$ cat config.mk
export PLATFORM = sky130hd
export DESIGN_NAME = uart_tx_buffer_flat
export DESIGN_NICKNAME = d
export VERILOG_FILES = /design/src/rtl/uart_pkg.sv /design/src/rtl/uart_tx_buffer_if.sv /design/src/rtl/sync_fifo.sv /design/src/rtl/uart_tx_buffer.sv /design/src/flat_wrapper.sv
export SDC_FILE = /design/constraint.sdc
export NUM_CORES = 1
export LEC_CHECK = 0
export CAP_MARGIN = 30
export CORE_MARGIN = 1
export CORE_UTILIZATION = 23
export CTS_BUF_LIST = sky130_fd_sc_hd__clkbuf_4 sky130_fd_sc_hd__clkbuf_8 sky130_fd_sc_hd__clkbuf_16
export CTS_CLUSTER_SIZE = 28
export DETAILED_ROUTE_END_ITERATION = 10
export GPL_ROUTABILITY_DRIVEN = 0
export GPL_TIMING_DRIVEN = 0
export PLACE_DENSITY_LB_ADDON = 0.15
export SYNTH_ARGS = -nofsm -noshare
export SYNTH_HDL_FRONTEND = slang
export SYNTH_HIERARCHICAL = 1
export SYNTH_SLANG_ARGS = --single-unit
$ cat constraint.sdc
create_clock -name clk -period 3 [get_ports clk]
set_input_delay 0.6 -clock clk [delete_from_list [all_inputs] [get_ports clk]]
set_output_delay 0.6 -clock clk [all_outputs]
set_load 0.02 [all_outputs]
$ cat src/rtl/uart_pkg.sv
// Shared types and default constants for the UART transmit buffer.
package uart_pkg;

    localparam int unsigned UART_DATA_W        = 8;
    localparam int unsigned TXBUF_DEPTH        = 16;
    localparam int unsigned TXBUF_BUSY_TIMEOUT = 4;

    typedef enum logic [1:0] {
        IDLE      = 2'd0,
        SEND      = 2'd1,
        WAIT_BUSY = 2'd2,
        WAIT_DONE = 2'd3
    } tx_buf_state_t;

endpackage

$ cat src/rtl/uart_tx_buffer_if.sv
// Core-store / transmitter signal bundle around the UART transmit buffer.
// master: the surrounding system (core store path plus transmitter).
// slave:  the buffer itself.
interface uart_tx_buffer_if
    import uart_pkg::*;
#(
    parameter int unsigned DEPTH = TXBUF_DEPTH
) ();

    localparam int unsigned CNT_W = $clog2(DEPTH) + 1;

    logic                   wr_en;
    logic [UART_DATA_W-1:0] wr_data;
    logic                   flush;
    logic                   clr_overflow;
    logic                   full;
    logic                   empty;
    logic [CNT_W-1:0]       count;
    logic                   overflow;
    logic                   tx_idle;
    logic [UART_DATA_W-1:0] uart_data;
    logic                   uart_we;
    logic                   uart_busy;

    modport master (
        output wr_en, wr_data, flush, clr_overflow, uart_busy,
        input  full, empty, count, overflow, tx_idle, uart_data, uart_we
    );

    modport slave (
        input  wr_en, wr_data, flush, clr_overflow, uart_busy,
        output full, empty, count, overflow, tx_idle, uart_data, uart_we
    );

endinterface

$ cat src/rtl/sync_fifo.sv
// Generic single-clock FIFO: registered count/full/empty, combinational head read.
module sync_fifo #(
    parameter int unsigned WIDTH = 8,
    parameter int unsigned DEPTH = 16
) (
    input  logic                       clk,
    input  logic                       rst,
    input  logic                       flush,
    input  logic                       push,
    input  logic                       pop,
    input  logic [WIDTH-1:0]           wr_data,
    output logic [WIDTH-1:0]           rd_data,
    output logic [$clog2(DEPTH):0]     count,
    output logic                       full,
    output logic                       empty,
    output logic                       empty_next_c
);

    localparam int unsigned ADDR_W = $clog2(DEPTH);
    localparam int unsigned CNT_W  = ADDR_W + 1;

    logic [WIDTH-1:0]  mem [DEPTH];
    logic [ADDR_W-1:0] wr_ptr;
    logic [ADDR_W-1:0] rd_ptr;
    logic [CNT_W-1:0]  count_next;
    logic              push_ok;
    logic              pop_ok;

    // Full/empty gate on the current count, so a same-cycle pop never admits a write.
    assign push_ok = push && !full && !flush;
    assign pop_ok  = pop && !empty && !flush;
    assign rd_data = mem[rd_ptr];

    // Next occupancy; flush empties the queue outright.
    always_comb begin
        count_next = count;
        if (flush) begin
            count_next = '0;
        end else if (push_ok && !pop_ok) begin
            count_next = count + CNT_W'(1);
        end else if (!push_ok && pop_ok) begin
            count_next = count - CNT_W'(1);
        end
    end

    assign empty_next_c = (count_next == '0);

    // Pointers and status flags; pointers wrap naturally since DEPTH is a power of two.
    always_ff @(posedge clk) begin
        if (rst || flush) begin
            wr_ptr <= '0;
            rd_ptr <= '0;
            count  <= '0;
            full   <= 1'b0;
            empty  <= 1'b1;
        end else begin
            if (push_ok) begin
                wr_ptr <= wr_ptr + ADDR_W'(1);
            end
            if (pop_ok) begin
                rd_ptr <= rd_ptr + ADDR_W'(1);
            end
            count <= count_next;
            full  <= (count_next == CNT_W'(DEPTH));
            empty <= (count_next == '0);
        end
    end

    // Storage array, deliberately not reset.
    always_ff @(posedge clk) begin
        if (push_ok && !rst) begin
            mem[wr_ptr] <= wr_data;
        end
    end

endmodule

$ cat src/rtl/uart_tx_buffer.sv
// Transmit queue between the core store path and the UART transmitter,
// feeding one byte at a time through a send/busy handshake.
module uart_tx_buffer
    import uart_pkg::*;
#(
    parameter int unsigned DEPTH        = TXBUF_DEPTH,
    parameter int unsigned BUSY_TIMEOUT = TXBUF_BUSY_TIMEOUT
) (
    input  logic             clk,
    input  logic             rst,
    uart_tx_buffer_if.slave  bus
);

    localparam int unsigned CNT_W = $clog2(DEPTH) + 1;
    localparam int unsigned TMR_W = $clog2(BUSY_TIMEOUT + 1);

    tx_buf_state_t          state;
    tx_buf_state_t          state_next;
    logic [TMR_W-1:0]       timer;
    logic [TMR_W-1:0]       timer_next;
    logic                   pop_c;
    logic                   push_c;
    logic                   ovf_set_c;
    logic [UART_DATA_W-1:0] fifo_rd_data;
    logic [CNT_W-1:0]       fifo_count;
    logic                   fifo_full;
    logic                   fifo_empty;
    logic                   fifo_empty_next_c;

    // Flush beats a same-cycle write: the byte is discarded without flagging overflow.
    assign push_c    = bus.wr_en && !fifo_full && !bus.flush;
    assign ovf_set_c = bus.wr_en &&  fifo_full && !bus.flush;

    sync_fifo #(
        .WIDTH (UART_DATA_W),
        .DEPTH (DEPTH)
    ) u_fifo (
        .clk          (clk),
        .rst          (rst),
        .flush        (bus.flush),
        .push         (push_c),
        .pop          (pop_c),
        .wr_data      (bus.wr_data),
        .rd_data      (fifo_rd_data),
        .count        (fifo_count),
        .full         (fifo_full),
        .empty        (fifo_empty),
        .empty_next_c (fifo_empty_next_c)
    );

    assign bus.count = fifo_count;
    assign bus.full  = fifo_full;
    assign bus.empty = fifo_empty;

    // Send handshake: pop head, pulse send, wait for busy to rise (bounded), then fall.
    always_comb begin
        state_next = state;
        timer_next = timer;
        pop_c      = 1'b0;
        case (state)
            IDLE: begin
                if (!fifo_empty && !bus.uart_busy && !bus.flush) begin
                    pop_c      = 1'b1;
                    state_next = SEND;
                end
            end
            SEND: begin
                timer_next = '0;
                state_next = WAIT_BUSY;
            end
            WAIT_BUSY: begin
                if (bus.uart_busy) begin
                    state_next = WAIT_DONE;
                end else if (timer == TMR_W'(BUSY_TIMEOUT - 1)) begin
                    state_next = IDLE;
                end else begin
                    timer_next = timer + TMR_W'(1);
                end
            end
            WAIT_DONE: begin
                if (!bus.uart_busy) begin
                    state_next = IDLE;
                end
            end
            default: begin
                state_next = IDLE;
            end
        endcase
    end

    // State, timer and registered transmitter-side outputs.
    always_ff @(posedge clk) begin
        if (rst) begin
            state         <= IDLE;
            timer         <= '0;
            bus.uart_we   <= 1'b0;
            bus.uart_data <= '0;
            bus.tx_idle   <= 1'b1;
        end else begin
            state       <= state_next;
            timer       <= timer_next;
            bus.uart_we <= (state_next == SEND);
            if (pop_c) begin
                bus.uart_data <= fifo_rd_data;
            end
            bus.tx_idle <= fifo_empty_next_c && (state_next == IDLE);
        end
    end

    // Sticky overflow; a new drop in the same cycle as a clear keeps the flag set.
    always_ff @(posedge clk) begin
        if (rst) begin
            bus.overflow <= 1'b0;
        end else if (ovf_set_c) begin
            bus.overflow <= 1'b1;
        end else if (bus.clr_overflow) begin
            bus.overflow <= 1'b0;
        end
    end

endmodule

$ cat src/flat_wrapper.sv
// flat-port wrapper written by rule: the top's interface ports become plain ports
module uart_tx_buffer_flat import uart_pkg::*;
#(
    parameter int unsigned DEPTH        = TXBUF_DEPTH,
    parameter int unsigned BUSY_TIMEOUT = TXBUF_BUSY_TIMEOUT
)
  (clk, rst, bus_wr_en, bus_wr_data, bus_flush, bus_clr_overflow, bus_uart_busy, bus_full, bus_empty, bus_count, bus_overflow, bus_tx_idle, bus_uart_data, bus_uart_we);
  uart_tx_buffer_if #(.DEPTH(DEPTH)) bus_i ();
  input  logic clk;
  input  logic rst;
  input wire logic [$bits(bus_i.wr_en)-1:0] bus_wr_en;
  input wire logic [$bits(bus_i.wr_data)-1:0] bus_wr_data;
  input wire logic [$bits(bus_i.flush)-1:0] bus_flush;
  input wire logic [$bits(bus_i.clr_overflow)-1:0] bus_clr_overflow;
  input wire logic [$bits(bus_i.uart_busy)-1:0] bus_uart_busy;
  output wire logic [$bits(bus_i.full)-1:0] bus_full;
  output wire logic [$bits(bus_i.empty)-1:0] bus_empty;
  output wire logic [$bits(bus_i.count)-1:0] bus_count;
  output wire logic [$bits(bus_i.overflow)-1:0] bus_overflow;
  output wire logic [$bits(bus_i.tx_idle)-1:0] bus_tx_idle;
  output wire logic [$bits(bus_i.uart_data)-1:0] bus_uart_data;
  output wire logic [$bits(bus_i.uart_we)-1:0] bus_uart_we;
  assign bus_i.wr_en = bus_wr_en;
  assign bus_i.wr_data = bus_wr_data;
  assign bus_i.flush = bus_flush;
  assign bus_i.clr_overflow = bus_clr_overflow;
  assign bus_i.uart_busy = bus_uart_busy;
  assign bus_full = bus_i.full;
  assign bus_empty = bus_i.empty;
  assign bus_count = bus_i.count;
  assign bus_overflow = bus_i.overflow;
  assign bus_tx_idle = bus_i.tx_idle;
  assign bus_uart_data = bus_i.uart_data;
  assign bus_uart_we = bus_i.uart_we;
  uart_tx_buffer #(.DEPTH(DEPTH), .BUSY_TIMEOUT(BUSY_TIMEOUT)) u_core (.clk(clk), .rst(rst), .bus(bus_i));
endmodule
# Yosys cells after proc, flatten, opt, wreduce, memory -nomap -nowiden
# Memory sizes are Yosys's and may differ from the RTL's. A register that Yosys moved wholly into a read port is not among the register bits.
# Cells that the tools add are included.
# W data, S select, Z words.
# word_totals
output_inout_bits	18
n_memories	1
ramBits	128
in_bits	14
regBits	23
# memory_table
memory	depth	word_bits	read_ports	rd_ports_with_merged_regs	wr	line_no	rtl
u_core.u_fifo.mem	16	8	1	1	1	sync_fifo.sv:22	logic [WIDTH-1:0] mem [DEPTH];
# op_classes
add_sub_neg	5
n_reduce_logical	28
muxes	17
eq_ne	8
# ops
operator	count
$mux W5	3
$logic_and A1 B1 Y1	14
$add A4 B1 Y4 const B	2
$mux W2	4
$pmux W2 S4	1
$logic_not A1 Y1	7
$mux W1	6
$mux W3	2
$pmux W3 S2	1
$add A5 B1 Y5 const B	1
$eq A5 B5 Y1 const B	1
$logic_not A5 Y1	1
$sub A5 B1 Y5 const B	1
$eq A2 B1 Y1 const B	2
$eq A2 B2 Y1 const B	2
$logic_not A2 Y1	2
$ne A2 B2 Y1 const B	2
$reduce_bool A2 Y1	2
$add A3 B1 Y3 const B	1
$eq A3 B2 Y1 const B	1
$reduce_and A3 Y1	1
$logic_or A1 B1 Y1	1

# Depth between registers and ports, before layout
# Gate-level depths: netlist of run 1.
# logic_depth
depth_word	13
ltp_mapped	12

# Cells and area by module
# The synthesis of run 1 kept the hierarchy.
# modules_own_cells
mod	n_inst	area_per_inst_um2	seq_area_each_um2	cells_per_inst
sync_fifo	1	5899.4	4224.1	297
uart_tx_buffer	1	706.9	320.3	74

# Worst setup path before layout of run 1
# OpenSTA, ideal clock, no wires.
# synth_timing
path_type	input port to flip-flop
start	in bus_flush
end	reg u_core.bus.tx_idle
stages	12
arrival_ns	2.985
path_slack_ns	-0.107
n_path_buf	1
path_cell_list	or3_1 -> or3_1 -> inv_2 -> nor2b_1 -> buf_2 -> nand2_1 -> o32ai_1 -> xnor2_1 -> a41o_1 -> nand2_1 -> nor3_1 -> a311o_1
# synth_between
elab_chain_len	12
# synth_lines
element	line_no	rtl
start, declared	flat_wrapper.sv:13	input wire logic [$bits(bus_i.flush)-1:0] bus_flush;
$logic_not A1 Y1 *	uart_tx_buffer.sv:62	if (!fifo_empty && !bus.uart_busy && !bus.flush) begin
$logic_and A1 B1 Y1 *	uart_tx_buffer.sv:62	
$mux W1 *	uart_tx_buffer.sv:62	
$mux W1 *	uart_tx_buffer.sv:60	case (state)
named net u_core.pop_c	uart_tx_buffer.sv:21	logic pop_c;
$logic_and A1 B1 Y1 * (2 in series)	sync_fifo.sv:31	assign pop_ok = pop && !empty && !flush;
$logic_and A1 B1 Y1 / $logic_not A1 Y1 (equally long branches)	sync_fifo.sv:41, sync_fifo.sv:39	
$mux W5 / $logic_and A1 B1 Y1 (equally long branches)	sync_fifo.sv:41, sync_fifo.sv:39	
$mux W5 *	sync_fifo.sv:39	end else if (push_ok && !pop_ok) begin
$mux W5 *	sync_fifo.sv:37	if (flush) begin
$logic_not A5 Y1 *	sync_fifo.sv:46	assign empty_next_c = (count_next == '0);
named net u_core.fifo_empty_next_c	uart_tx_buffer.sv:28	logic fifo_empty_next_c;
$logic_and A1 B1 Y1 *	uart_tx_buffer.sv:106	bus.tx_idle <= fifo_empty_next_c && (state_next == IDLE);
end signal, assigned	uart_tx_buffer.sv:106	
end, declared	uart_tx_buffer_if.sv:32	output full, empty, count, overflow, tx_idle, uart_data, uart_we
# The timed path passes the listed nets; every way through them passes the cells marked *.
# A chain may end at the register's enable or synchronous reset.

# Worst setup path in the final report of run 1
# layout_timing
start	in bus_uart_busy
end	reg u_core.bus.tx_idle
# layout_between
elab_chain_len	13
# layout_lines
element	line_no	rtl
start, declared	flat_wrapper.sv:15	input wire logic [$bits(bus_i.uart_busy)-1:0] bus_uart_busy;
$logic_not A1 Y1 *	uart_tx_buffer.sv:62	
$logic_and A1 B1 Y1 * (2 in series)	uart_tx_buffer.sv:62	
$mux W1 *	uart_tx_buffer.sv:62	
$mux W1 *	uart_tx_buffer.sv:60	
named net u_core.pop_c	uart_tx_buffer.sv:21	
$logic_and A1 B1 Y1 * (2 in series)	sync_fifo.sv:31	
$logic_and A1 B1 Y1 / $logic_not A1 Y1 (equally long branches)	sync_fifo.sv:41, sync_fifo.sv:39	
$mux W5 / $logic_and A1 B1 Y1 (equally long branches)	sync_fifo.sv:41, sync_fifo.sv:39	
$mux W5 *	sync_fifo.sv:39	
$mux W5 *	sync_fifo.sv:37	
$logic_not A5 Y1 *	sync_fifo.sv:46	
named net u_core.fifo_empty_next_c	uart_tx_buffer.sv:28	
$logic_and A1 B1 Y1 *	uart_tx_buffer.sv:106	
# Marked as above.

==> results of run 1 <==
[registers in the layout (all words and copies together) (netlist names), 2 cells and up, named ones only]
name and cells:
u_core/bus.uart_data 8, u_core/state 2, u_core/u_fifo/wr_ptr 4, u_core/u_fifo/count 5, u_core/u_fifo/mem 128, u_core/u_fifo/rd_ptr 4
u_core/timer 3
[cells by family (layout without fill, tap and decap cells)]
| family | Yosys count | in the layout | synth area share |
|---|---|---|---|
| AND/OR/NAND/NOR | 100 | 100 | 0.08049 |
| adder cells (fa/ha/maj) | 9 | 9 | 0.01705 |
| flip-flops | 163 | 163 | 0.6879 |
| XOR/XNOR | 10 | 10 | 0.01326 |
| buffers and inverters | 23 | 90 | 0.02083 |
| AO/OA/AOI/OAI | 18 | 18 | 0.01837 |
| multiplexers | 48 | 48 | 0.1621 |
[how the worst min path moves through the flow]
stage,slack (ns),cells after the start,endpoint,from
floorplan,0.44,2,u_core/timer[2],u_core/timer[2]
global placement,0.46,2,u_core/timer[2],u_core/timer[2]
detailed placement,0.47,2,u_core/timer[2],u_core/timer[2]
CTS,0.48,2,u_core/timer[2],u_core/timer[2]
global route,0.50,2,u_core/bus.overflow,u_core/bus.overflow
finish,0.47,2,u_core/timer[2],u_core/timer[2]
[layout make-up]
type | instances | area [um^2]
fill | 2817 | 19930
sequential | 163 | 4544
multi-input combinational | 185 | 2009
tap | 378 | 473.0
clock buffer | 17 | 425.4
timing repair buffer | 36 | 347.8
clock inverter | 14 | 131.4
buffer | 17 | 118.9
inverter | 6 | 30.03
[layout by cell type, fill, tap and decap left out, types with 3 or more instances in the layout]
master and instances:
edfxtp_1 128, xor2_1 4, clkinv_4 3, nor3_2 3, nor2_2 9, mux2i_1 8, nand4_1 3, clkinvlp_4 4
inv_1 4, nand2_1 18, nand3b_1 3, buf_1 3, dfxtp_1 35, a21oi_1 8, nand2b_1 22, nand3_1 4
mux4_1 24, buf_4 7, clkbuf_1 7, inv_6 4, clkdlybuf4s50_1 29, xnor2_1 5, nor2_1 20, ha_1 9
mux4_2 16, clkbuf_16 17
[through the flow]
stage | cells | hold slack, ns | util
2_1_floorplan | 371 | 0.4435 | -
3_3_place_gp | 780 | 0.4565 | 0.2644
3_5_place_dp | 782 | 0.4693 | 0.2652
4_1_cts | 816 | 0.4796 | 0.2870
5_1_grt | 816 | 0.5003 | 0.2885
6_report | 816 | 0.4709 | 0.2885
[critical path, cell delays in order]
cell and delay [ns]:
dlygate4sd2_1 0.30, or3_4 0.36, or3_4 0.38, inv_8 0.12
nor2b_1 0.13, buf_4 0.15, nand2_1 0.11, o32ai_4 0.27
xnor2_2 0.12, a41o_1 0.26, nand2_1 0.07, nor3_1 0.04
a311o_1 0.33
[timing repair]
| item | CTS | global route |
|---|---|---|
| setup buffers | 3 | 0 |
| resized for setup | 11 | 13 |
| hold buffers | 0 | 0 |
| pin swaps | 2 | 0 |
| endpoints found under the setup margin | 10 | 65 |
[layer usage]
| layer | track usage | vias to the layer above | wire [um] | part of all wire |
|---|---|---|---|---|
| met5 | 0 | - | 0 | 0 |
| met4 | 0.03727 | 0 | 164 | 0.011 |
| met3 | 0.02439 | 12 | 422 | 0.028 |
| met2 | 0.1787 | 49 | 7202 | 0.49 |
| met1 | 0.1418 | 1771 | 7052 | 0.48 |
| li1 | - | 1578 | - | - |
[power by group through the flow]
stage / combinational [uW] / clock, uW / sequential (uW)
global placement: 111 / 0 / 2490
global route: 125 / 2230 / 2440
detailed placement: 115 / 0 / 2490
CTS: 115 / 2130 / 2440
floorplan: 40.7 / 0 / 2500
finish: 113 / 2070 / 2440
==> flow_metrics.env, run 1 <==
export IMPL_synth_area_um2=6606
export IMPL_wire_per_inst_um=18.19
export IMPL_arrival_ns=3.26
export IMPL_min_period_over_period=0.9841
export IMPL_p_sw_frac=0.2160
export IMPL_dieArea_um2=29410
export IMPL_slew_headroom=0.4469
export IMPL_synth_top_cell_area_share=0.5818
export IMPL_r2r_start="u_core/u_fifo/empty"
export IMPL_postSynth_asyncResetShare=0
export IMPL_synth_ff_type="edfxtp_1"
export IMPL_drc=0
export IMPL_yosys_register_bits=163
export IMPL_finalCriticalPeriod_ns=2.952
export IMPL_p_leak_uw=0.002476
export IMPL_synth_top_area_cell="edfxtp_1"
export IMPL_fp_dieH_um=171.5
export IMPL_setup_viol_count_final=0
export IMPL_fin_setup_tns_ns=0
export IMPL_root_buffer="clkbuf_16"
export IMPL_synth_most_common_cell="edfxtp_1"
export IMPL_track_usage=0.1092
export IMPL_vias_per_cell=4.179
export IMPL_pwr_density_cell_nw_per_um2=572.9
export IMPL_portBuffers=31
export IMPL_ctsLongestPathBuffers=2
export IMPL_rsz0062_at_grt="true"
export IMPL_yosysWarnings=6
export IMPL_hp_class="flip-flop to flip-flop"
export IMPL_cp_required_ns=3.31
export IMPL_antenna_found_initial=1
export IMPL_total_power_uw=4629
export IMPL_r2r_end="u_core/bus.tx_idle"
export IMPL_critPathLaunch="bus_uart_busy"
export IMPL_clkTransAtPathRegs_ns=0.06
export IMPL_seq_area_frac_synth=0.6879
export IMPL_syn_num_nets=394
export IMPL_cts_sinks=163
export IMPL_route_vias_total=3410
export IMPL_hold_violations=0
export IMPL_postSynthAreaPerCell_um2=17.81
export IMPL_critical_path_endpoint_type="flip-flop"
export IMPL_seqPwrFrac=0.528
export IMPL_firstDrtPassIters=4
export IMPL_drv_cap=0
export IMPL_synthToLayoutAreaGrowth_pct=22.31
export IMPL_pre_cts_slack_ns=-0.9404
export IMPL_critPathLaunchType="input port"
export IMPL_status="finished, final reports clean"
export IMPL_clk_latency_ns=0.42
export IMPL_postLayoutSetupSlackWorst_ns=0.04773
export IMPL_synth_edff_count=128
export IMPL_comb_power_share=0.024
export IMPL_htree_num_levels=4
export IMPL_hpwl_mm=10.16
export IMPL_grt_pass1_wl_mm=22.40
export IMPL_synth_distinct_cells=42
export IMPL_cts_buffers=17
export IMPL_worstMarginPinSlew_ns=0.8266
export IMPL_synth_area_top_cells="edfxtp_1 (58%), dfxtp_1 (11%), mux4_1 (9.5%)"
export IMPL_critPathMaxFanout=11
export IMPL_setup_worst_path_end="u_core/bus.tx_idle"
export IMPL_final_area_um2=8080
export IMPL_synth_common_cells="edfxtp_1 (128), dfxtp_1 (35), nor2_1 (29), mux4_1 (24), nand2b_1 (22)"
export IMPL_pwr_share_clk=0.448
export IMPL_row_count=61
export IMPL_slew_violations=0
export IMPL_drt_total_wl_mm=14.84
export IMPL_power_switching_uw=1000
export IMPL_die_x_um=171.5
export IMPL_ir_worst_vdd_uv=344.8
export IMPL_overflow=0
export IMPL_netlist_instances=371
export IMPL_worstRegToRegCells=12
export IMPL_intPower_uw=3629
export IMPL_ant_nets=0
export IMPL_grt_max_degree=17
export IMPL_r2r_slack_ns=0.13
export IMPL_core_area_um2=28010
export IMPL_start_util=0.2359
export IMPL_drt_iter0_drc=158
export IMPL_path_class="input port to flip-flop"
export IMPL_fin_nets=449
export IMPL_io_pin_count=32
export IMPL_fmax_mhz=338.7
export IMPL_cts_tree="yes"
export IMPL_place_area_um2=7430
export IMPL_diodes=0
export IMPL_drive_gt1_frac=0.1895
export IMPL_grt_pass1_vias=3501
export IMPL_fin_worst_skew_ns=0.005342
Note: power is estimated with default switching activity, not from simulation.
==> inputs of run 2 (changes only) <==
Settings changed: CORE_ASPECT_RATIO set to 0.7.
==> run 2 against run 1 <==
Compared with the run above: clock skew grew 0.0036 ns; critical endpoint unchanged; non-clock buffer count grew 3; count of clock-buffer cells in the layout grew 1; design area grew 1.6%; largest power group is now the clock network; sequential power is essentially flat; sequential cell count is the same; total power grew 9.9%; register-to-register slack is essentially flat.
==> flow_metrics.env, run 2 (synthesized netlist as in run 1, its figures left out) <==
export IMPL_top_register="u_core/u_fifo/mem"
export IMPL_drc=0
export IMPL_fp_dieH_um=143.8
export IMPL_min_period_over_period=0.9813
export IMPL_overflow=0
export IMPL_fin_setup_tns_ns=0
export IMPL_worstRegToRegCells=12
export IMPL_hold_violations=0
export IMPL_cts_buffers=17
export IMPL_critPathLaunchType="input port"
export IMPL_hp_start="u_core/bus.uart_data[7]"
export IMPL_p_sw_frac=0.1875
export IMPL_diodes=0
export IMPL_hold_path_cell_count=2
export IMPL_route_vias_total=3474
export IMPL_critical_path_endpoint_type="flip-flop"
export IMPL_htree_num_levels=4
export IMPL_drt_total_wl_mm=15.62
export IMPL_pwr_density_cell_nw_per_um2=619.9
export IMPL_layout_common_cells="edfxtp_1 (128), dfxtp_1 (35), clkdlybuf4s50_1 (29)"
export IMPL_hp_class="flip-flop to flip-flop"
export IMPL_critPathMaxFanout=11
export IMPL_seqPwrFrac=0.481
export IMPL_power_switching_uw=954.1
export IMPL_hold_ws_ns=0.4726
export IMPL_grt_pass1_vias=3474
export IMPL_arrival_ns=3.26
export IMPL_cpLargestDelayFamily="simple AND/OR/NAND/NOR gates"
export IMPL_track_usage=0.1132
export IMPL_drt_iter0_drc=229
export IMPL_crit_chain="dlygate4sd2_1 -> or3_1 -> or3_4 -> inv_8 -> nor2b_1 -> buf_4 -> nand2_1 -> o32ai_4 -> xnor2_2 -> a41o_1 -> nand2_1 -> nor3_1 -> a311o_1"
export IMPL_fin_worst_skew_ns=0.008917
export IMPL_worstMarginPinSlew_ns=0.9546
export IMPL_total_power_uw=5087
export IMPL_critPathLaunch="bus_uart_busy"
export IMPL_largest_reg_flops=128
export IMPL_hpwl_mm=10.39
export IMPL_firstDrtPassIters=5
export IMPL_slew_headroom=0.3612
export IMPL_postCtsSetupRepairBufs=0
export IMPL_clkTransAtPathRegs_ns=0.07
export IMPL_core_area_um2=28010
export IMPL_drive_gt1_frac=0.1833
export IMPL_start_util=0.2358
export IMPL_io_pin_count=32
export IMPL_drv_cap=0
export IMPL_critPathMaxStageDelay_ns=0.38
export IMPL_r2r_slack_ns=0.14
export IMPL_ir_worst_vdd_uv=405.0
export IMPL_p_leak_uw=0.002563
export IMPL_cts_sinks=163
export IMPL_cts_tree="yes"
export IMPL_grt_max_degree=17
export IMPL_setup_viol_count_final=0
export IMPL_layout_top_registers="u_core/u_fifo/mem (128), u_core/bus.uart_data (8), u_core/u_fifo/count (5)"
export IMPL_final_util=0.2930
export IMPL_nFillCells=2777
export IMPL_path_buf_inv=3
export IMPL_final_common_cell="edfxtp_1"
export IMPL_cts_hold_buf=0
export IMPL_wire_per_inst_um=19.22
export IMPL_pwr_share_clk=0.497
export IMPL_dieArea_um2=29420
export IMPL_row_count=51
export IMPL_status="finished, final reports clean"
export IMPL_fin_nets=452
export IMPL_path_class="input port to flip-flop"
export IMPL_intPower_uw=4133
export IMPL_comb_power_share=0.022
export IMPL_clk_latency_ns=0.42
export IMPL_root_buffer="clkbuf_16"
export IMPL_synthToLayoutAreaGrowth_pct=24.22
export IMPL_cpMaxStageDelayCell="or3_4"
export IMPL_vias_per_cell=4.273
export IMPL_ctsLongestPathBuffers=2
export IMPL_finalCriticalPeriod_ns=2.944
export IMPL_fmax_mhz=339.7
export IMPL_r2r_start="u_core/u_fifo/empty"
export IMPL_crit_top_cell="nand2_1"
export IMPL_antenna_found_initial=2
export IMPL_ant_nets=0
export IMPL_r2r_end="u_core/bus.tx_idle"
export IMPL_portBuffers=31
export IMPL_cp_required_ns=3.31
export IMPL_die_x_um=204.6
export IMPL_hold_path_end="u_core/bus.uart_data[7]"
export IMPL_slew_violations=0
export IMPL_grt_pass1_wl_mm=23.09
export IMPL_rsz0062_at_grt="true"
==> run 2: changes by cell type in the layout (fill, tap and decap cells not counted), sizes merged <==
cell,delta
clkinvlp,-1
buf,+3
clkdlybuf4s15,-1
clkinv,-2
bufinv,+6
clkbuf,+2
inv,-3
==> run 2: power groups by stage <==
stage,logic [uW],registers [uW],clock network [uW]
global placement,109,2490,0
floorplan,40.7,2500,0
finish,113,2440,2530
global route,123,2440,2690
CTS,113,2440,2600
detailed placement,113,2490,0
==> run 2: worst max-delay path by stage <==
stage | to | slack [ns] | cells after the start
after floorplan | u_core/bus.tx_idle | 0.002 | 12
after global placement | u_core/u_fifo/mem[2][1] | -1.03 | 6
after detailed placement | u_core/bus.tx_idle | -0.86 | 13
after CTS | u_core/u_fifo/mem[12][6] | -0.02 | 6
after global routing | u_core/u_fifo/mem[13][2] | -0.1 | 6
final | u_core/bus.tx_idle | 0.06 | 13
==> run 2: timing repair <==
item,4_1_cts,5_1_grt
resized for setup,7,8
hold endpoints to repair,0,0
pin swaps,1,0
setup endpoints to repair,95,61
==> run 2: metrics by stage <==
stage	cell area, um^2	setup slack [ns]	cells
floorplan	6621	0.001797	371
global placement	7396	-1.028	773
detailed placement	7446	-0.8603	777
CTS	8150	-0.02369	809
global route	8207	-0.09991	813
finish	8207	0.05607	813
==> run 2: layout make-up <==
type                       instances  area [um^2]  share of cell area
clock inverter                    14        256.5             0.03125
tap                              371        464.2             0.05656
inverter                           6        30.03            0.003659
multi-input combinational        185         1993              0.2429
buffer                            17        117.6             0.01433
sequential                       163         4544              0.5537
timing repair buffer              39        367.9             0.04482
clock buffer                      18        432.9             0.05275
==> run 2: layer usage <==
| layer | routed length, um | track usage | vias up |
|---|---|---|---|
| li1 | - | - | 1586 |
| met1 | 8351 | 0.1685 | 1834 |
| met2 | 6538 | 0.1559 | 42 |
| met3 | 582 | 0.03379 | 12 |
| met4 | 150 | 0.03181 | 0 |
| met5 | 0 | 0 | - |
==> run 2: worst register-to-register path, stage by stage (launching register included) <==
cell,delay (ns)
dfxtp_1,0.35
or3_1,0.37
or3_4,0.38
inv_8,0.12
nor2b_1,0.14
buf_4,0.18
nand2_1,0.12
o32ai_4,0.26
xnor2_2,0.14
a41o_1,0.26
nand2_1,0.07
nor3_1,0.04
a311o_1,0.31
==> inputs of run 3 (changes only) <==
Settings changed: ABC_CLOCK_PERIOD_IN_PS set to 3000.
==> results of run 3 <==
No change in the layout: final DEF, timing and power equal those of run 2.
